[src/rtl/mem_responder.sv]
// Serial-command memory responder: 2-bit symbol stream in, memory strobes out, read replies serialised back.
// Optional feature: define REPLY_DELAY_EN to insert REPLY_DELAY idle cycles between capture and reply.
`timescale 1ns/1ps
module mem_responder #(
  parameter int NSHIFT      = 2,
  parameter int REPLY_DELAY = 3
) (
  input  logic        clk,
  input  logic        reset,
  input  logic [1:0]  rx_pins,
  output logic [1:0]  tx_pins,
  output logic [15:0] mem_addr,
  output logic [15:0] mem_wdata,
  output logic [1:0]  mem_wmask,
  output logic        mem_we,
  output logic        mem_re,
  input  logic [15:0] mem_rdata,
  output logic        busy,
  output logic        protocol_error
);

  if (NSHIFT != 2) begin : g_bad_nshift
    $error("mem_responder: only NSHIFT=2 is supported");
  end
  if (REPLY_DELAY < 0 || REPLY_DELAY > 15) begin : g_bad_delay
    $error("mem_responder: REPLY_DELAY must fit the 4-bit delay counter");
  end

  localparam logic [2:0] LAST16 = 3'(16 / NSHIFT - 1);
  localparam logic [2:0] LAST8  = 3'(8 / NSHIFT - 1);

  typedef enum logic [3:0] {
    S_IDLE, S_HEADER, S_ADDR, S_WDATA, S_MEM_WRITE, S_MEM_READ, S_CAPTURE,
`ifdef REPLY_DELAY_EN
    S_DELAY,
`endif
    S_REPLY_START, S_REPLY_DATA
  } state_e;

  typedef enum logic [1:0] {
    CMD_READ16  = 2'd0,
    CMD_WRITE8  = 2'd1,
    CMD_WRITE16 = 2'd2,
    CMD_BAD     = 2'd3
  } cmd_e;

  state_e      state_q, state_d;
  cmd_e        cmd_q, cmd_d;
  logic [2:0]  cnt_q, cnt_d;
  logic [15:0] addr_q, addr_d;
  logic [15:0] wdata_q, wdata_d;
  logic [15:0] reply_q, reply_d;
`ifdef REPLY_DELAY_EN
  localparam logic [3:0] DLY_LOAD = 4'(REPLY_DELAY - 1);
  logic [3:0]  dly_q, dly_d;
`endif

  logic [1:0] tx;
  logic       we, re, perr;
  logic [2:0] wdata_last;

  always_comb begin
    // NOTE: every combinationally assigned signal gets a default first so no path infers a latch.
    state_d    = state_q;
    cmd_d      = cmd_q;
    cnt_d      = '0;
    addr_d     = addr_q;
    wdata_d    = wdata_q;
    reply_d    = reply_q;
`ifdef REPLY_DELAY_EN
    dly_d      = dly_q;
`endif
    tx         = 2'b00;
    we         = 1'b0;
    re         = 1'b0;
    perr       = 1'b0;
    wdata_last = (cmd_q == CMD_WRITE8) ? LAST8 : LAST16;

    unique case (state_q)
      S_IDLE: begin
        if (rx_pins == 2'b01) state_d = S_HEADER;
        else if (rx_pins != 2'b00) perr = 1'b1;
      end
      S_HEADER: begin
        if (cmd_e'(rx_pins) == CMD_BAD) begin
          perr    = 1'b1;
          state_d = S_IDLE;
        end else begin
          cmd_d   = cmd_e'(rx_pins);
          state_d = S_ADDR;
        end
      end
      S_ADDR: begin
        addr_d = {rx_pins, addr_q[15:2]};
        if (cnt_q == LAST16) state_d = (cmd_q == CMD_READ16) ? S_MEM_READ : S_WDATA;
        else                 cnt_d   = cnt_q + 3'd1;
      end
      S_WDATA: begin
        // Byte writes shift only the low byte and keep the upper byte zero.
        if (cmd_q == CMD_WRITE8) wdata_d = {8'h00, rx_pins, wdata_q[7:2]};
        else                     wdata_d = {rx_pins, wdata_q[15:2]};
        if (cnt_q == wdata_last) state_d = S_MEM_WRITE;
        else                     cnt_d   = cnt_q + 3'd1;
      end
      S_MEM_WRITE: begin
        we      = 1'b1;
        state_d = S_IDLE;
      end
      S_MEM_READ: begin
        re      = 1'b1;
        state_d = S_CAPTURE;
      end
      S_CAPTURE: begin
        reply_d = mem_rdata;
`ifdef REPLY_DELAY_EN
        if (REPLY_DELAY == 0) begin
          state_d = S_REPLY_START;
        end else begin
          dly_d   = DLY_LOAD;
          state_d = S_DELAY;
        end
      end
      S_DELAY: begin
        if (dly_q == 4'd0) state_d = S_REPLY_START;
        else               dly_d   = dly_q - 4'd1;
`else
        state_d = S_REPLY_START;
`endif
      end
      S_REPLY_START: begin
        tx      = 2'b01;
        state_d = S_REPLY_DATA;
      end
      S_REPLY_DATA: begin
        tx      = reply_q[1:0];
        reply_d = {2'b00, reply_q[15:2]};
        if (cnt_q == LAST16) state_d = S_IDLE;
        else                 cnt_d   = cnt_q + 3'd1;
      end
      default: state_d = S_IDLE;
    endcase

    // Symbols arriving while the responder is not listening are flagged and dropped.
    if (!(state_q inside {S_IDLE, S_HEADER, S_ADDR, S_WDATA}) && rx_pins != 2'b00) perr = 1'b1;
  end

  always_ff @(posedge clk) begin
    // NOTE: state registers use non-blocking assignments so every flop samples pre-edge values.
    if (reset) begin
      state_q <= S_IDLE;
      cmd_q   <= CMD_READ16;
      cnt_q   <= '0;
      addr_q  <= '0;
      wdata_q <= '0;
      reply_q <= '0;
`ifdef REPLY_DELAY_EN
      dly_q   <= '0;
`endif
    end else begin
      state_q <= state_d;
      cmd_q   <= cmd_d;
      cnt_q   <= cnt_d;
      addr_q  <= addr_d;
      wdata_q <= wdata_d;
      reply_q <= reply_d;
`ifdef REPLY_DELAY_EN
      dly_q   <= dly_d;
`endif
    end
  end

  // Outputs are forced quiet for the whole reset cycle, not just after it.
  assign tx_pins        = reset ? 2'b00 : tx;
  assign mem_we         = !reset && we;
  assign mem_re         = !reset && re;
  assign mem_wmask      = (!reset && we) ? ((cmd_q == CMD_WRITE8) ? 2'b01 : 2'b11) : 2'b00;
  assign mem_addr       = reset ? 16'h0000 : addr_q;
  assign mem_wdata      = reset ? 16'h0000 : wdata_q;
  assign busy           = !reset && (state_q != S_IDLE);
  assign protocol_error = !reset && perr;

endmodule

[config.mk]
export PLATFORM = sky130hd
export DESIGN_NAME = mem_responder
export DESIGN_NICKNAME = d
export VERILOG_FILES = /design/src/rtl/mem_responder.sv
export SDC_FILE = /design/constraint.sdc
export NUM_CORES = 1
export LEC_CHECK = 0
export BUFFER_PORTS_ARGS = -buffer_cell sky130_fd_sc_hd__buf_2
export CELL_PAD_IN_SITES_DETAIL_PLACEMENT = 0
export CELL_PAD_IN_SITES_GLOBAL_PLACEMENT = 2
export CORE_MARGIN = 4
export CORE_UTILIZATION = 33
export DETAILED_ROUTE_END_ITERATION = 6
export GPL_TIMING_DRIVEN = 0
export HOLD_SLACK_MARGIN = 0.02
export PLACE_DENSITY = 0.82
export SYNTH_ARGS = -nofsm -noshare
export SYNTH_HDL_FRONTEND = slang
export SYNTH_SLANG_ARGS = --single-unit
[constraint.sdc]
create_clock -name clk -period 2.8 [get_ports clk]
set_clock_uncertainty 0.1 [all_clocks]
set_input_delay 0.84 -clock clk [delete_from_list [all_inputs] [get_ports clk]]
set_output_delay 0.84 -clock clk [all_outputs]
set_load 0.01 [all_outputs]
==> metrics.md, run 1 <==
| Metric | Value |
|---|---|
| Initial antenna violation count | 0 |
| Num ports | 60 |
| Tmin final | 2.69 ns |
| Reg-to-Reg Start | cnt_q[0]$_SDFF_PP0_ |
| Hold path start | cnt_q[0]$_SDFF_PP0_ |
| Critical path endpoint | protocol_error |
| Clock Path Buffers | 2 |
| Share of cells above drive strength 1 | 0.254 |
| N_diodes | 0 |
| Clock-pin slew on the worst setup and hold paths | 0.06 ns |
| Crit path arrival time | 1.75 ns |
| Global Route Usage Sum | 0.153 |
| Reg-to-Reg End | state_q[1]$_SDFFE_PP0P_ |
| Area growth from synthesis to layout | 24.6% |
| Final Cycle Share | 0.961 |
| Yosys reg bits | 57 |
| Die Ht | 98.1 um |
| Worst slew pin tran | 0.606 ns |
| Met3 routed WL | 376 um |
| Final HPWL DP | 4980 um |
| Fmax achieved | 372 MHz |
| CTS Sinks | 57 |
| Detailed-route via count | 2491 |
| Mapped Area | 2680 um2 |
| DR top layer | met4 |
| Type of the worst min-delay path | flop to flop |
| Synth area leader | dfxtp_1 |
| PwrDens | 548 nW/um2 |
| Total gr overflow | 0 |
| Synthesized area per cell | 8.17 um2 |
| Main synth FF type | dfxtp_1 |
| Yosys cell types | 42 |
| Pre-antenna DRT Iters | 4 |
| Met2 WL | 3160 um |
| Dpl ws | -0.120 ns |
| Core area | 7810 um2 |
| Vias per Instance | 4.95 |
| Worst r2r path cells | 6 |
| Post-layout util | 0.428 |
| Net Count, Synth | 350 |
| Final hold viol count | 0 |
| Worst-path maximum fanout | 10 |
| M1 WL | 3460 um |
| Outcome | finished, final reports clean |
| Setup ws final | 0.108 ns |
| CTS root buf | clkbuf_8 |
| Number of flops mapped to enable cells by yosys | 0 |
| Initial DRC Count | 67 |
| Post-synth top area share | 0.426 |
| Main area contributors after synthesis | dfxtp_1, nand2_1, a21oi_1 |
| Buffers on Ports | 57 |
| Async set-reset flop share out of synthesis | 0 |
| Worst setup path category | input pin to output port |
| Pin count of the biggest net entering global routing | 11 |
| Worst Setup Start Kind | input pin |
| Maximum VDD drop | 0.000210 V |
| Placement Rows | 32 |
| Max Cap Viol | 0 |
| First-pass GRT wire length | 11900 um |
| Full die area | 9620 um2 |
| Post-DP Area | 3090 um2 |
| Starting Density | 0.343 |
| P_leak | 0.00130 uW |
| CTS buffer count | 9 |
| Yosys warnings | 0 |
| CTS tree | yes |
| # placed instances | 487 |
| Clock Latency Late Sink | 0.34 ns |
| Critical path capture point type | output port |
| Routed WL | 7110 um |
| Vias in the first global route | 2371 |
| DRC Markers | 0 |
| Nets@finish | 418 |
| Final Max Slew Viols | 0 |
| Sequential-to-total area share from yosys stat | 0.426 |
| Post-route ant nets | 0 |
| Fin Hold WS | 0.327 ns |
| Req. time, crit path | 1.86 ns |
| Layout Cells excl Fill | 503 |
| H-tree level count | 3 |
| Avg WL per Cell | 14.1 um |
| Post-CTS Hold Fix Bufs | 0 |
| Crit path from | reset |
| Post-Synthesis Cells | 328 |
| RSZ-0062 raised after global routing | no |
| Reg-to-reg slack, setup | 0.87 ns |
| Fin area | 3340 um2 |
| Routability cong. | 0.781 |
| Chip Width | 98.1 um |
| Slew margin rel. | 0.596 |
| Final setup violation count | 0 |
## logic make-up (layout without fill, tap and decap cells)
logic type      after synthesis  in the layout  share of synthesized area
buf+inv                      32            105                     0.0635
compound gates               82             82                      0.194
simple gates                152            152                      0.296
flops                        57             57                      0.426
mux                           3              3                     0.0112
fa+ha+maj                     2              2                    0.00934
## placed cells by master, fill, tap and decap left out, drive strengths merged, types with 2 or more instances in the layout
master / netlist / layout
clkbuf: 13 / 25
nor4: 5 / 5
nand2: 70 / 70
nor2: 13 / 13
nor3: 3 / 3
nor2b: 34 / 34
and2: 3 / 3
buf: 15 / 71
mux2i: 3 / 3
clkinv: 0 / 2
nor4b: 2 / 2
dfxtp: 57 / 57
inv: 4 / 4
a21oi: 48 / 48
and4bb: 2 / 2
a22oi: 16 / 16
a211oi: 4 / 4
o21ai: 2 / 2
bufinv: 0 / 2
ha: 2 / 2
o21bai: 2 / 2
nand3: 9 / 9
nand2b: 5 / 5
## state kept, by name, indices dropped and copies added, names as in the netlist
name and count:
wdata_q 16, addr_q 16, cmd_q 2, state_q 4, reply_q 16, cnt_q 3
## cell type report
class / count / area [um2]
flip-flops and latches: 57 / 1140
fillers: 823 / 4470
plain buffers: 27 / 158
clock inverters: 5 / 77.6
inverters: 4 / 15.0
multi-input cells: 239 / 1370
well taps: 102 / 128
clock buffers: 11 / 151
repair buffers: 58 / 293
## report_power, final
part           internal [uW]  switching (uW)
clock network            546             337
registers                817            7.33
logic                   43.0            79.2
## timing repair
action                                  in CTS  in global routing
buffers inserted                             1                  0
hold endpoints to repair                     0                  0
resized for setup                            4                  4
endpoints found under the setup margin       7                  6
pin swaps                                    0                  1
## stage by stage
stage / setup TNS, ns / power (uW)
floorplan: 0 / 919
global placement: -0.605 / 965
detailed placement: -0.559 / 963
CTS: 0 / 1850
global route: 0 / 1900
finish: 0 / 1830
## Yosys cell counts, types with 2 or more instances
cell type	count
nor4b_4	2
a21oi_1	48
nor4_1	5
nor3_1	3
buf_6	2
a211oi_1	4
dfxtp_1	57
mux2i_1	3
nand3_1	8
nor2_1	12
buf_4	7
and4bb_1	2
clkbuf_1	12
and2_1	3
o21ai_0	2
a22oi_1	16
nand2b_1	5
nand2_1	70
buf_2	6
nor2b_1	34
inv_1	4
o21bai_1	2
ha_1	2
## critical path: stages
cell and delay, ns:
clkbuf_2 0.18, clkbuf_2 0.27, a211oi_1 0.28, buf_2 0.19
## how the worst min path moves through the flow
stage	endpoint	slack, ns	depth (start not counted)
6_report	cnt_q[0]$_SDFF_PP0_	0.33	1
5_1_grt	cnt_q[0]$_SDFF_PP0_	0.36	1
4_1_cts	cnt_q[0]$_SDFF_PP0_	0.33	1
3_5_place_dp	cnt_q[0]$_SDFF_PP0_	0.32	1
3_3_place_gp	cnt_q[0]$_SDFF_PP0_	0.31	1
2_1_floorplan	cnt_q[0]$_SDFF_PP0_	0.30	1
## layer usage
metal,GRT usage,up-vias
met5,0,-
met1,0.220,1155
met3,0.0379,12
met2,0.219,61
met4,0.0607,0
li1,-,1263
Note: power is estimated with default switching activity, not from simulation.
==> inputs of run 2 (changes only) <==
--- a/config.mk
+++ b/config.mk
@@ -6,7 +6,7 @@
 export NUM_CORES = 1
 export LEC_CHECK = 0
 export BUFFER_PORTS_ARGS = -buffer_cell sky130_fd_sc_hd__buf_2
-export CELL_PAD_IN_SITES_DETAIL_PLACEMENT = 0
+export CELL_PAD_IN_SITES_DETAIL_PLACEMENT = 1
 export CELL_PAD_IN_SITES_GLOBAL_PLACEMENT = 2
 export CORE_MARGIN = 4
 export CORE_UTILIZATION = 33
==> run 2 against run 1 <==
  * Die area unchanged
  * Worst setup slack better by 0.016 ns
  * Critical path depth up 2
  * Global-route usage up 0.82 points
  * Cell count unchanged
  * Flip-flop and latch count unchanged
  * Critical endpoint is now tx_pins[0]
==> metrics.md, run 2 (synthesis gave the netlist of run 1 again) <==
| Metric | Value |
|---|---|
| CTS buffer count | 9 |
| Reg-to-Reg Start | cnt_q[0]$_SDFF_PP0_ |
| Tmin final | 2.68 ns |
| Vias in the first global route | 2520 |
| Pin count of the biggest net entering global routing | 11 |
| Max Cap Viol | 0 |
| Clk network pwr share | 0.483 |
| Clock Path Buffers | 2 |
| Share of cells above drive strength 1 | 0.254 |
| Setup ws final | 0.124 ns |
| PwrDens | 549 nW/um2 |
| Critical path endpoint | tx_pins[0] |
| Combinational power share | 0.067 |
| Clock Latency Late Sink | 0.34 ns |
| Avg WL per Cell | 14.8 um |
| Nets@finish | 418 |
| Buffers on Ports | 57 |
| Chip Width | 98.1 um |
| Worst setup path category | flop to output port |
| Sw Share | 0.233 |
| Critical path capture point type | output port |
| P_int | 1410 uW |
| Final setup violation count | 0 |
| Final hold viol count | 0 |
| Detailed-route via count | 2514 |
| Starting Density | 0.343 |
| First-pass GRT wire length | 12500 um |
| CTS tree | yes |
| Routability cong. | 0.781 |
| Initial DRC Count | 100 |
| Clock-pin slew on the worst setup and hold paths | 0.07 ns |
| Reg-to-reg slack, setup | 0.86 ns |
| Most common cell after layout, fill and taps aside | nand2_1 |
| RSZ-0062 raised after global routing | no |
| Reg-to-Reg End | state_q[1]$_SDFFE_PP0P_ |
| Type of the worst min-delay path | flop to flop |
| N_diodes | 0 |
| Fin area | 3340 um2 |
| Total gr overflow | 0 |
| Req. time, crit path | 1.86 ns |
| Placement Rows | 32 |
| Worst Setup Start Kind | flop |
| Largest registers | addr_q (16), reply_q (16), wdata_q (16) |
| Worst-path maximum fanout | 10 |
| Psw | 426 uW |
| Die Ht | 98.1 um |
| Post-route ant nets | 0 |
| Initial antenna violation count | 0 |
| Core area | 7810 um2 |
| DRC Markers | 0 |
| Crit path arrival time | 1.74 ns |
| Worst r2r path cells | 6 |
| CTS Sinks | 57 |
| Routed WL | 7450 um |
| Fmax achieved | 374 MHz |
| P_leak | 0.00130 uW |
| CTS root buf | clkbuf_8 |
| Slew margin rel. | 0.597 |
| Reg power frac | 0.450 |
| Final Cycle Share | 0.956 |
| Area growth from synthesis to layout | 24.6% |
| Maximum VDD drop | 0.000231 V |
| Worst slew pin tran | 0.602 ns |
| Vias per Instance | 5.00 |
| Num ports | 60 |
| Dpl ws | -0.113 ns |
| Post-DP Area | 3090 um2 |
| Crit path from | state_q[1]$_SDFFE_PP0P_ |
| Outcome | finished, final reports clean |
| Final HPWL DP | 5310 um |
| Full die area | 9620 um2 |
| H-tree level count | 3 |
| Post-CTS Hold Fix Bufs | 0 |
| Pre-antenna DRT Iters | 4 |
| Global Route Usage Sum | 0.161 |
| Final Max Slew Viols | 0 |
| Commonest non-fill, non-tap cells in the layout | nand2_1, buf_2, dfxtp_1 |
## run 2: cell counts in the layout (fill, tap and decap cells not counted)
Identical to the previous run, type by type.
## run 2: worst max-delay path: stages (launching register included)
cell and delay (ns):
dfxtp_2 0.42, clkbuf_4 0.24, inv_1 0.10, nor2_1 0.23
a22oi_1 0.13, nor2_1 0.13, buf_2 0.15
## run 2: repair_timing
item	CTS	global route
pin swaps	0	1
setup buffers	1	0
resized for setup	1	9
endpoints found under the setup margin	7	7
gates cloned	0	0
## run 2: per-layer routing
metal  GRT usage  vias up  share of wire
met1       0.216     1189           0.48
met4      0.0756        0          0.024
met3      0.0386       14          0.038
met5           0        -              0
met2       0.245       47           0.46
li1            -     1264              -
## run 2: how the worst min path moves through the flow
stage | startpoint | end | slack (ns) | cells past startpoint
after floorplan | cnt_q[0]$_SDFF_PP0_ | cnt_q[0]$_SDFF_PP0_ | 0.30 | 1
after global placement | cnt_q[0]$_SDFF_PP0_ | cnt_q[0]$_SDFF_PP0_ | 0.31 | 1
after detailed placement | cnt_q[0]$_SDFF_PP0_ | cnt_q[0]$_SDFF_PP0_ | 0.33 | 1
after CTS | cnt_q[0]$_SDFF_PP0_ | cnt_q[0]$_SDFF_PP0_ | 0.34 | 1
after global routing | cnt_q[0]$_SDFF_PP0_ | cnt_q[0]$_SDFF_PP0_ | 0.35 | 1
final | cnt_q[0]$_SDFF_PP0_ | cnt_q[0]$_SDFF_PP0_ | 0.34 | 1
## run 2: cell type report
class	count	area [um2]
Clock inverter	5	77.6
Multi-Input combinational cell	239	1370
Buffer	27	158
Clock buffer	11	151
Fill cell	981	4470
Sequential cell	57	1140
Inverter	4	15.0
Tap cell	102	128
Timing Repair Buffer	58	293
## run 2: power groups by stage
stage,sequential [uW],combinational (uW),clock (uW)
floorplan,840,78.8,0
finish,825,123,885
global route,825,136,947
CTS,824,122,907
global placement,842,122,0
detailed placement,843,122,0
## run 2: metrics by stage
step | std cells | power [uW] | hold WS, ns | TNS [ns] | utilization
floorplan | 328 | 919 | 0.298 | 0 | -
global placement | 487 | 965 | 0.308 | -0.605 | 0.396
detailed placement | 487 | 965 | 0.326 | -0.564 | 0.396
CTS | 504 | 1850 | 0.337 | -0.551 | 0.427
global route | 503 | 1910 | 0.348 | 0 | 0.428
finish | 503 | 1830 | 0.338 | 0 | 0.428
